==> config.mk <==
export PLATFORM = sky130hd
export DESIGN_NAME = sad_column_feeder
export DESIGN_NICKNAME = d
export VERILOG_FILES = /design/src/rtl/sad_pkg.sv /design/src/rtl/sad_tag_pipe.sv /design/src/rtl/sad_column_feeder.sv
export SDC_FILE = /design/constraint.sdc
export NUM_CORES = 1
export LEC_CHECK = 0
export ABC_AREA = 1
export BUFFER_PORTS_ARGS = -buffer_cell sky130_fd_sc_hd__clkbuf_2
export CORE_MARGIN = 4
export CORE_UTILIZATION = 56
export CTS_CLUSTER_DIAMETER = 200
export DETAILED_ROUTE_END_ITERATION = 16
export PLACE_DENSITY_LB_ADDON = 0.12
export SYNTH_ARGS = -nofsm -noshare
export SYNTH_HDL_FRONTEND = slang
export SYNTH_SLANG_ARGS = --single-unit
==> constraint.sdc <==
create_clock -name clk_in -period 4.9 [get_ports clk_in]
set_input_delay 0.245 -clock clk_in [delete_from_list [all_inputs] [get_ports clk_in]]
set_output_delay 0.245 -clock clk_in [all_outputs]
set_load 0.01 [all_outputs]
==> src/rtl/sad_pkg.sv <==
// Shared definitions for the SAD stereo datapath.
//   pixel_col_t   : 3-row pixel column, [0]=row y-1, [1]=row y, [2]=row y+1
//   feed_state_t  : column-feeder FSM states
//   DEF_*         : default frame geometry shared with the SAD window unit
//   idx_width()   : index width for a count of n items (minimum 1 bit)
package sad_pkg;

    typedef logic [2:0][7:0] pixel_col_t;

    typedef enum logic [1:0] {
        ST_IDLE,
        ST_SWEEP,
        ST_DRAIN,
        ST_DONE
    } feed_state_t;

    localparam int unsigned DEF_IMG_WIDTH  = 320;
    localparam int unsigned DEF_IMG_HEIGHT = 240;
    localparam int unsigned DEF_MAX_DISP   = 16;

    function automatic int unsigned idx_width(input int unsigned n);
        return (n > 1) ? $clog2(n) : 1;
    endfunction

endpackage

==> src/rtl/sad_tag_pipe.sv <==
// Fixed-depth shift register carrying the valid flag and beat tags so they
// stay aligned with data returned by a fixed-latency buffer.
//   i_clk, i_rst : clock, synchronous active-high reset (clears every stage)
//   i_tag        : tag word entering stage 0
//   o_tag        : tag word DEPTH cycles later
module sad_tag_pipe #(
    parameter int unsigned DEPTH = 2,
    parameter int unsigned WIDTH = 8
) (
    input  logic             i_clk,
    input  logic             i_rst,
    input  logic [WIDTH-1:0] i_tag,
    output logic [WIDTH-1:0] o_tag
);

    logic [WIDTH-1:0] r_stage [DEPTH];

    always_ff @(posedge i_clk) begin
        if (i_rst) begin
            for (int unsigned i = 0; i < DEPTH; i++) begin
                r_stage[i] <= '0;
            end
        end else begin
            r_stage[0] <= i_tag;
            for (int unsigned i = 1; i < DEPTH; i++) begin
                r_stage[i] <= r_stage[i-1];
            end
        end
    end

    assign o_tag = r_stage[DEPTH-1];

endmodule

==> src/rtl/sad_column_feeder.sv <==
// Sweeps a rectified stereo pair held in column line buffers and emits, per
// centre row y and disparity d, the left column at x and the right column at
// x-d (zero when x<d) as one tagged beat per cycle.
//   clk_in, rst_in         : clock, synchronous active-high reset
//   start_in               : begin a frame sweep (honoured only in IDLE)
//   left/right_rd_*_out    : buffer read strobe and column/row address
//   left/right_col_in      : buffer data, BRAM_LATENCY cycles after strobe
//   left_out, right_out    : column beat
//   data_valid_out, x_out, y_out, disp_out, row_start_out : beat valid/tags
//   busy_out, done_out     : sweep/drain in progress, end-of-frame pulse
module sad_column_feeder
    import sad_pkg::*;
#(
    parameter int unsigned IMG_WIDTH    = DEF_IMG_WIDTH,
    parameter int unsigned IMG_HEIGHT   = DEF_IMG_HEIGHT,
    parameter int unsigned MAX_DISP     = DEF_MAX_DISP,
    parameter int unsigned BRAM_LATENCY = 2,
    localparam int unsigned X_W = idx_width(IMG_WIDTH),
    localparam int unsigned Y_W = idx_width(IMG_HEIGHT),
    localparam int unsigned D_W = idx_width(MAX_DISP)
) (
    input  logic           clk_in,
    input  logic           rst_in,
    input  logic           start_in,
    output logic           left_rd_en_out,
    output logic [X_W-1:0] left_rd_x_out,
    output logic [Y_W-1:0] left_rd_y_out,
    input  pixel_col_t     left_col_in,
    output logic           right_rd_en_out,
    output logic [X_W-1:0] right_rd_x_out,
    output logic [Y_W-1:0] right_rd_y_out,
    input  pixel_col_t     right_col_in,
    output pixel_col_t     left_out,
    output pixel_col_t     right_out,
    output logic           data_valid_out,
    output logic [X_W-1:0] x_out,
    output logic [Y_W-1:0] y_out,
    output logic [D_W-1:0] disp_out,
    output logic           row_start_out,
    output logic           busy_out,
    output logic           done_out
);

    localparam int unsigned TAG_W = 3 + D_W + Y_W + X_W;
    localparam logic [X_W-1:0] X_LAST = X_W'(IMG_WIDTH - 1);
    localparam logic [Y_W-1:0] Y_LAST = Y_W'(IMG_HEIGHT - 2);
    localparam logic [D_W-1:0] D_LAST = D_W'(MAX_DISP - 1);

    feed_state_t    r_state;
    logic [X_W-1:0] r_x, r_rx;
    logic [Y_W-1:0] r_y;
    logic [D_W-1:0] r_d;
    logic           r_iss, r_ren, r_busy, r_done;

    logic [X_W-1:0] w_nx, w_rx;
    logic [Y_W-1:0] w_ny;
    logic [D_W-1:0] w_nd;
    logic           w_last, w_nzero;

    // r_x/r_y/r_d hold the position being issued this cycle; w_n* is the next one.
    always_comb begin
        w_nx = r_x + 1'b1;
        w_nd = r_d;
        w_ny = r_y;
        if (r_x == X_LAST) begin
            w_nx = '0;
            if (r_d == D_LAST) begin
                w_nd = '0;
                w_ny = r_y + 1'b1;
            end else begin
                w_nd = r_d + 1'b1;
            end
        end
    end

    assign w_last  = (r_x == X_LAST) && (r_d == D_LAST) && (r_y == Y_LAST);
    assign w_nzero = (32'(w_nx) < 32'(w_nd));
    assign w_rx    = w_nx - X_W'(w_nd);

    logic [TAG_W-1:0] w_tag_in, w_tag_out;
    logic             w_t_valid, w_t_zero, w_t_rs;
    logic [D_W-1:0]   w_t_d;
    logic [Y_W-1:0]   w_t_y;
    logic [X_W-1:0]   w_t_x;

    always_ff @(posedge clk_in) begin
        if (rst_in) begin
            r_state <= ST_IDLE;
            r_x     <= '0;
            r_y     <= '0;
            r_d     <= '0;
            r_rx    <= '0;
            r_iss   <= 1'b0;
            r_ren   <= 1'b0;
            r_busy  <= 1'b0;
            r_done  <= 1'b0;
        end else begin
            case (r_state)
                ST_IDLE: begin
                    r_done <= 1'b0;
                    if (start_in) begin
                        r_state <= ST_SWEEP;
                        r_busy  <= 1'b1;
                        r_x     <= '0;
                        r_y     <= Y_W'(1);
                        r_d     <= '0;
                        r_rx    <= '0;
                        r_iss   <= 1'b1;
                        r_ren   <= 1'b1;
                    end
                end
                ST_SWEEP: begin
                    if (w_last) begin
                        r_state <= ST_DRAIN;
                        r_iss   <= 1'b0;
                        r_ren   <= 1'b0;
                    end else begin
                        r_x   <= w_nx;
                        r_y   <= w_ny;
                        r_d   <= w_nd;
                        r_rx  <= w_rx;
                        r_ren <= ~w_nzero;
                    end
                end
                ST_DRAIN: begin
                    // Last beat is on the outputs and nothing valid remains in flight.
                    if (data_valid_out && !w_t_valid) begin
                        r_state <= ST_DONE;
                        r_busy  <= 1'b0;
                        r_done  <= 1'b1;
                    end
                end
                ST_DONE: begin
                    r_state <= ST_IDLE;
                    r_done  <= 1'b0;
                end
                default: r_state <= ST_IDLE;
            endcase
        end
    end

    assign w_tag_in = {r_iss, r_iss & ~r_ren, r_iss & (r_x == '0), r_d, r_y, r_x};

    sad_tag_pipe #(
        .DEPTH (BRAM_LATENCY),
        .WIDTH (TAG_W)
    ) u_tag_pipe (
        .i_clk (clk_in),
        .i_rst (rst_in),
        .i_tag (w_tag_in),
        .o_tag (w_tag_out)
    );

    assign {w_t_valid, w_t_zero, w_t_rs, w_t_d, w_t_y, w_t_x} = w_tag_out;

    always_ff @(posedge clk_in) begin
        if (rst_in) begin
            data_valid_out <= 1'b0;
            left_out       <= '0;
            right_out      <= '0;
            x_out          <= '0;
            y_out          <= '0;
            disp_out       <= '0;
            row_start_out  <= 1'b0;
        end else begin
            data_valid_out <= w_t_valid;
            left_out       <= w_t_valid ? left_col_in : '0;
            right_out      <= (w_t_valid && !w_t_zero) ? right_col_in : '0;
            x_out          <= w_t_x;
            y_out          <= w_t_y;
            disp_out       <= w_t_d;
            row_start_out  <= w_t_rs;
        end
    end

    assign left_rd_en_out  = r_iss;
    assign left_rd_x_out   = r_x;
    assign left_rd_y_out   = r_y;
    assign right_rd_en_out = r_ren;
    assign right_rd_x_out  = r_rx;
    assign right_rd_y_out  = r_y;
    assign busy_out        = r_busy;
    assign done_out        = r_done;

endmodule

==> summary.txt, run 1 <==
Setup path
  • Crit Path Class: flop to flop
  • Flop2flop setup slack: 2090 ps
  • CP Launch Point: r_state[1]
  • Crit start category: flop
  • Worst reg-to-reg path cell count: 7
  • Critical path depth: 7
  • Worst path top cell family by delay: compound AO/OA/AOI/OAI gates
  • WP data required: 5300 ps
  • Element type at the critical path end: flop
  • Reg-to-Reg Start: r_state[1]
  • CP peak stage delay: 760 ps
  • Largest fanout on the critical path: 20
  • Critical-path cell list: inv_1, ha_1, inv_1, a21oi_1, nand2_2, o21ai_0, nor2_1
  • Critical path buffers and inverters: 2
  • CP max stage cell: a21oi_1
  • Worst setup endpoint: right_rd_x_out[3]
  • Reg2reg end: right_rd_x_out[3]
  • CP most frequent cell: inv_1
  • Worst Path Arrival: 3210 ps

Floorplanning
  • IO Pins: 160
  • Core footprint: 0.00982 mm2
  • Initial Util: 0.580
  • Die area: 0.0118 mm2
  • Number of cell rows: 36
  • Die height: 109 um
  • Die X: 109 um

Global route
  • Gr usage total: 0.246
  • First-pass GRT wire length: 22700 um
  • Overflow after GRT: 0
  • Initial antenna violation count: 0
  • Largest net degree at the start of global routing: 71
  • Number of global-route vias before repair: 4677

STA
  • Final Hold Viols: 0
  • Final Setup Violations: 0
  • Final period utilization: 0.573
  • Clk_skew: 9.26 ps
  • Relative slew slack: 0.402
  • Max Clk Rate: 356 MHz
  • Slew Limit Fails: 0
  • Pin slew with the least headroom to its limit: 897 ps
  • Setup TNS: 0 ps
  • RSZ-0062 raised after global routing: false
  • Minimum clock period: 2810 ps

Cells and area
  • Nets: 956
  • Commonest non-fill, non-tap cell in the layout: clkbuf_2
  • Fraction of final layout cells sized beyond drive strength 1: 0.233
  • Layout overhead on the synthesized area: 31.1%
  • Post-Layout Cell Count: 1037
  • Antenna Cells: 0
  • Most frequent cells in the layout: clkbuf_2 (159), dfxtp_1 (155), nor2_1 (148)

Clock network
  • # resized after CTS: 0
  • Clock Root Buffer: clkbuf_8
  • Clk slew on worst S/H paths: 60 ps
  • Number of clock sinks: 155
  • Total setup buffers inserted after CTS: 0
  • Max clock buf depth: 2
  • H-tree depth: 4
  • CTS tree: yes
  • Clk_lat worst skew: 520 ps
  • Total clock buffers created by CTS: 17

Detailed routing
  • Via count of the routed design: 4851
  • Detailed Routing Iterations Pass 1: 5
  • Via-to-Cell Ratio: 4.68
  • Routed WL: 14300 um
  • Initial DRC count: 325
  • DRC: 0
  • Routed Antenna Nets: 0
  • DR WL/cell: 13.7 um

Power
  • VDD IR max: 0.384 mV
  • Static leakage: 3.76 nW
  • PD cells: 438 mW/mm2

Place
  • Placed insts: 957
  • DP HPWL: 8830 um
  • PortBufs: 159
  • RD Place Congestion: 0.897

Hold path
  • Worst Hold Class: input pin to flop
  • Hold path startpoint: rst_in

Synth
  • Synth warn: 0
  • Register area share after synthesis: 0.545
  • Synth cell types: 34
  • Syn Inst Count: 710
  • Cell area after synthesis: 0.00569 mm2
  • FF+latch count, synth: 155
  • Synthesized area per cell: 8.02 um2
  • Syn nets: 775

Status
  • Status: complete, no violations

Flow run
  • Max_cap viols: 0
==> area by class of cell <==
type	instances	area, um2
Sequential cell	155	3100
Fill cell	698	2350
Multi-Input combinational cell	364	1760
Timing Repair Buffer	208	1280
Inverter	145	547
Clock buffer	22	463
Tap cell	133	166
Clock inverter	10	140
==> routing by layer <==
metal  vias to the layer above  routed length [um]  global-route usage
met4                         0                 367               0.117
met5                         -                   0                   0
met1                      2189                6050               0.289
met2                       184                6820               0.420
met3                        30                1020              0.0634
li1                       2448                   -                   -
==> flip-flops by register name, indices dropped and copies added (netlist names) <==
| register | flops |
|---|---|
| y_out | 8 |
| right_rd_x_out | 9 |
| busy_out | 1 |
| r_d | 4 |
| right_out | 24 |
| right_rd_en_out | 1 |
| row_start_out | 1 |
| u_tag_pipe.r_stage | 48 |
| left_rd_y_out | 8 |
| left_rd_en_out | 1 |
| left_out | 24 |
| done_out | 1 |
| r_state | 2 |
| disp_out | 4 |
| left_rd_x_out | 9 |
| x_out | 9 |
| data_valid_out | 1 |
==> power breakdown <==
| part | total (mW) | internal [mW] | switching, mW | leakage, nW |
|---|---|---|---|---|
| Clock | 1.31 | 0.816 | 0.490 | 0.287 |
| Combinational | 0.571 | 0.199 | 0.372 | 2.22 |
| Sequential | 1.39 | 1.34 | 0.0499 | 1.25 |
| Total | 3.27 | 2.36 | 0.912 | 3.76 |
==> what timing repair did <==
item / 4_1_cts / 5_1_grt
hold buffers: 48 / 0
hold endpoints to repair: 48 / 0
setup endpoints to repair: 0 / 0
==> cells in the mapped netlist, drive strengths merged <==
cell      n  area share
or2       1      0.0011
clkinv    1     0.00066
nor3b     1      0.0013
inv     144       0.095
xnor2     3      0.0046
nand3b    2      0.0026
a221oi    1      0.0015
nand4    11       0.013
a21oi    16       0.014
clkbuf   10      0.0066
dfxtp   155        0.54
buf      36       0.043
fa        1      0.0035
nand2    99       0.070
xor2      4      0.0062
ha       13       0.029
nor2    153        0.11
nand3    29       0.030
nor3      5      0.0044
o21ai    25       0.022
==> stage by stage <==
stage	area, um2	util	power [mW]	hold WS (ps)	setup slack (ps)
after floorplan	5690	-	1.82	328	2500
after global placement	6380	0.650	1.93	392	2290
after detailed placement	6380	0.650	1.95	392	2140
after CTS	7460	0.760	3.28	79.5	2100
after global routing	7460	0.760	3.43	105	1810
final	7460	0.760	3.27	92.3	2090
==> worst min-delay path by stage <==
| stage | depth (start not counted) | slack, ps | endpoint |
|---|---|---|---|
| floorplan | 1 | 330 | data_valid_out |
| global placement | 2 | 390 | u_tag_pipe.r_stage[0][36] |
| detailed placement | 2 | 390 | u_tag_pipe.r_stage[0][38] |
| CTS | 2 | 80 | disp_out[0] |
| global route | 2 | 110 | row_start_out |
| finish | 2 | 90 | row_start_out |
==> logic make-up (layout without fill, tap and decap cells) <==
kind of cell             count (synthesis)  after routing  share of synthesized area
AND/OR/NAND/NOR                        301            301                      0.229
buffers and inverters                  191            385                      0.146
flip-flops                             155            155                      0.545
AO/OA/AOI/OAI                           42             42                     0.0376
adder cells (fa/ha/maj)                 14             14                     0.0321
XOR/XNOR                                 7              7                     0.0108
Power figures use the tool's default switching activity.
==> run 2, diff against run 1 <==
--- a/config.mk
+++ b/config.mk
@@ -8,7 +8,7 @@
 export ABC_AREA = 1
 export BUFFER_PORTS_ARGS = -buffer_cell sky130_fd_sc_hd__clkbuf_2
 export CORE_MARGIN = 4
-export CORE_UTILIZATION = 56
+export CORE_UTILIZATION = 47
 export CTS_CLUSTER_DIAMETER = 200
 export DETAILED_ROUTE_END_ITERATION = 16
 export PLACE_DENSITY_LB_ADDON = 0.12
==> constraint.sdc (replaced) <==
create_clock -name clk_in -period 2.5 [get_ports clk_in]
set_input_delay 0.125 -clock clk_in [delete_from_list [all_inputs] [get_ports clk_in]]
set_output_delay 0.125 -clock clk_in [all_outputs]
set_load 0.01 [all_outputs]
==> run 2 against run 1 <==
Sequential power increased by 96%. Worst hold slack got worse by 17 ps. Register-to-register slack got worse by 2000 ps. Final area increased by 3.9%. Critical path depth increased by 10. Largest cell class unchanged.
==> summary.txt, run 2 (synthesis results as in run 1) <==
Detailed routing
  • Initial DRC count: 376 (was 325)
  • DRC: 0 (unchanged)
  • Routed Antenna Nets: 0 (unchanged)
  • Detailed Routing Iterations Pass 1: 4 (was 5)
  • Via-to-Cell Ratio: 4.51 (was 4.68)
  • Routed WL: 13900 um (was 14300 um)
  • DR WL/cell: 13.0 um (was 13.7 um)
  • Via count of the routed design: 4825 (was 4851)

Floorplanning
  • Core footprint: 0.0116 mm2 (was 0.00982 mm2)
  • IO Pins: 160 (unchanged)
  • Initial Util: 0.490 (was 0.580)
  • Die X: 118 um (was 109 um)
  • Die height: 118 um (was 109 um)
  • Number of cell rows: 39 (was 36)
  • Die area: 0.0139 mm2 (was 0.0118 mm2)

Setup path
  • CP peak stage delay: 400 ps (was 760 ps)
  • Largest fanout on the critical path: 5 (was 20)
  • Worst reg-to-reg path cell count: 17 (was 7)
  • Flop2flop setup slack: 100 ps (was 2090 ps)
  • WP data required: 2820 ps (was 5300 ps)
  • Reg-to-Reg Start: left_rd_x_out[0] (was r_state[1])
  • Reg2reg end: right_rd_x_out[8] (was right_rd_x_out[3])
  • CP max stage cell: fa_2 (was a21oi_1)
  • Worst Path Arrival: 2710 ps (was 3210 ps)
  • Crit start category: flop (unchanged)
  • Critical-path cell list: ha_4, nand2_4, nor2_4, nand2_4, inv_4, nand3_2, o21ai_2, ha_2, inv_2, fa_2, nand3_2, nand2_2, nand3b_1, nor2_1, nand2_1, nand3_1, nand2_1 (was inv_1, ha_1, inv_1, a21oi_1, nand2_2, o21ai_0, nor2_1)
  • Worst path top cell family by delay: simple AND/OR/NAND/NOR gates (was compound AO/OA/AOI/OAI gates)
  • Element type at the critical path end: flop (unchanged)
  • Critical path buffers and inverters: 2 (unchanged)
  • Crit Path Class: flop to flop (unchanged)

STA
  • Max Clk Rate: 417 MHz (was 356 MHz)
  • Clk_skew: 7.47 ps (was 9.26 ps)
  • Final period utilization: 0.959 (was 0.573)
  • Final Setup Violations: 0 (unchanged)
  • Relative slew slack: 0.697 (was 0.402)
  • Slew Limit Fails: 0 (unchanged)
  • Minimum clock period: 2400 ps (was 2810 ps)
  • Setup TNS: 0 ps (unchanged)
  • RSZ-0062 raised after global routing: true (was false)
  • Final Hold Viols: 0 (unchanged)
  • Worst Hold Slack: 75.1 ps (was 92.3 ps)
  • Pin slew with the least headroom to its limit: 455 ps (was 897 ps)

Hold path
  • Hold path startpoint: rst_in (unchanged)
  • Worst Hold Class: input pin to flop (unchanged)
  • Hold Crit Endpoint: right_rd_en_out (was row_start_out)
  • Worst hold path cell count: 2 (unchanged)

Power
  • PD cells: 869 mW/mm2 (was 438 mW/mm2)
  • VDD IR max: 0.751 mV (was 0.384 mV)
  • Static leakage: 3.92 nW (was 3.76 nW)

Cells and area
  • Fraction of final layout cells sized beyond drive strength 1: 0.266 (was 0.233)
  • FF+latch area: 0.00311 mm2 (was 0.00310 mm2)
  • Most frequent cells in the layout: clkbuf_2 (159), dfxtp_1 (152), nor2_1 (147) (was clkbuf_2 (159), dfxtp_1 (155), nor2_1 (148))
  • # fillers: 918 (was 698)
  • Post-route cell area: 0.00775 mm2 (was 0.00746 mm2)
  • Layout overhead on the synthesized area: 36.2% (was 31.1%)
  • Commonest non-fill, non-tap cell in the layout: clkbuf_2 (unchanged)
  • Multi-input logic area: 0.00181 mm2 (was 0.00176 mm2)
  • Top flop regs: u_tag_pipe.r_stage: 48 flops, left_out: 24 flops, right_out: 24 flops (unchanged)
  • Max FFs per register: 48 (unchanged)
  • Top reg by flops: u_tag_pipe.r_stage (unchanged)
  • Antenna Cells: 0 (unchanged)
  • Nets: 979 (was 956)

Clock network
  • Clk slew on worst S/H paths: 60 ps (about the same)
  • CTS tree: yes (unchanged)
  • Clock Root Buffer: clkbuf_16 (was clkbuf_8)
  • H-tree depth: 4 (unchanged)
  • Max clock buf depth: 2 (unchanged)
  • Total clock buffers created by CTS: 17 (unchanged)
  • Clk_lat worst skew: 420 ps (was 520 ps)
  • Number of clock sinks: 155 (unchanged)

Place
  • RD Place Congestion: 0.878 (was 0.897)
  • PortBufs: 159 (unchanged)
  • Area after DPL: 0.00649 mm2 (was 0.00638 mm2)
  • DP HPWL: 9090 um (was 8830 um)

Global route
  • Initial antenna violation count: 0 (unchanged)
  • First-pass GRT wire length: 23300 um (was 22700 um)
  • Gr usage total: 0.203 (was 0.246)
  • Number of global-route vias before repair: 4679 (was 4677)
  • Overflow after GRT: 0 (unchanged)
  • Largest net degree at the start of global routing: 47 (was 71)

Flow run
  • Max_cap viols: 0 (unchanged)

Status
  • Status: complete, no violations (unchanged)
[run 2: cell types whose count changed in the layout (fill, tap and decap cells not counted), sizes merged]
cell	before	now
clkinvlp	3	1
inv	144	145
clkbuf	181	180
buf	1	24
bufinv	3	5
[run 2: power breakdown]
part / switching (mW) / internal [mW]
Sequential: 0.0898 / 2.64
Clock: 0.963 / 1.82
Combinational: 0.775 / 0.450
[run 2: metrics by stage]
step | std cells | worst slack (ps) | power, mW | util
after floorplan | 710 | 101 | 3.56 | -
after global routing | 1070 | -61.3 | 7.07 | 0.668
final | 1070 | 101 | 6.74 | 0.668
after CTS | 1063 | 1.96 | 6.77 | 0.660
after detailed placement | 980 | -70.7 | 3.90 | 0.559
after global placement | 980 | 41.3 | 3.88 | 0.559
[run 2: worst max-delay path by stage]
stage / start / endpoint / cells after the start
floorplan: left_rd_x_out[0] / right_rd_x_out[8] / 17
global placement: left_rd_x_out[0] / right_rd_x_out[8] / 17
detailed placement: left_rd_x_out[0] / right_rd_x_out[8] / 17
CTS: left_rd_x_out[0] / right_rd_x_out[8] / 15
global route: left_rd_x_out[0] / right_rd_x_out[8] / 17
finish: left_rd_x_out[0] / right_rd_x_out[8] / 17
[run 2: layout make-up]
cell class	instances	area share
Clock buffer	21	0.0594
Clock inverter	11	0.0245
Inverter	145	0.0708
Multi-Input combinational cell	364	0.234
Sequential cell	155	0.401
Tap cell	143	0.0231
Timing Repair Buffer	231	0.188
[run 2: what timing repair did]
item                       in CTS  in global routing
hold endpoints to repair       48                  0
setup endpoints to repair       4                  7
pin swaps                       5                 14
hold buffers                   48                  0
setup buffers                   3                  7
resized for setup               8                 13
[run 2: layer usage]
metal	GRT usage	wire (um)
met1	0.259	6390
met2	0.324	6290
met3	0.0634	928
met4	0.0762	264
met5	0	0
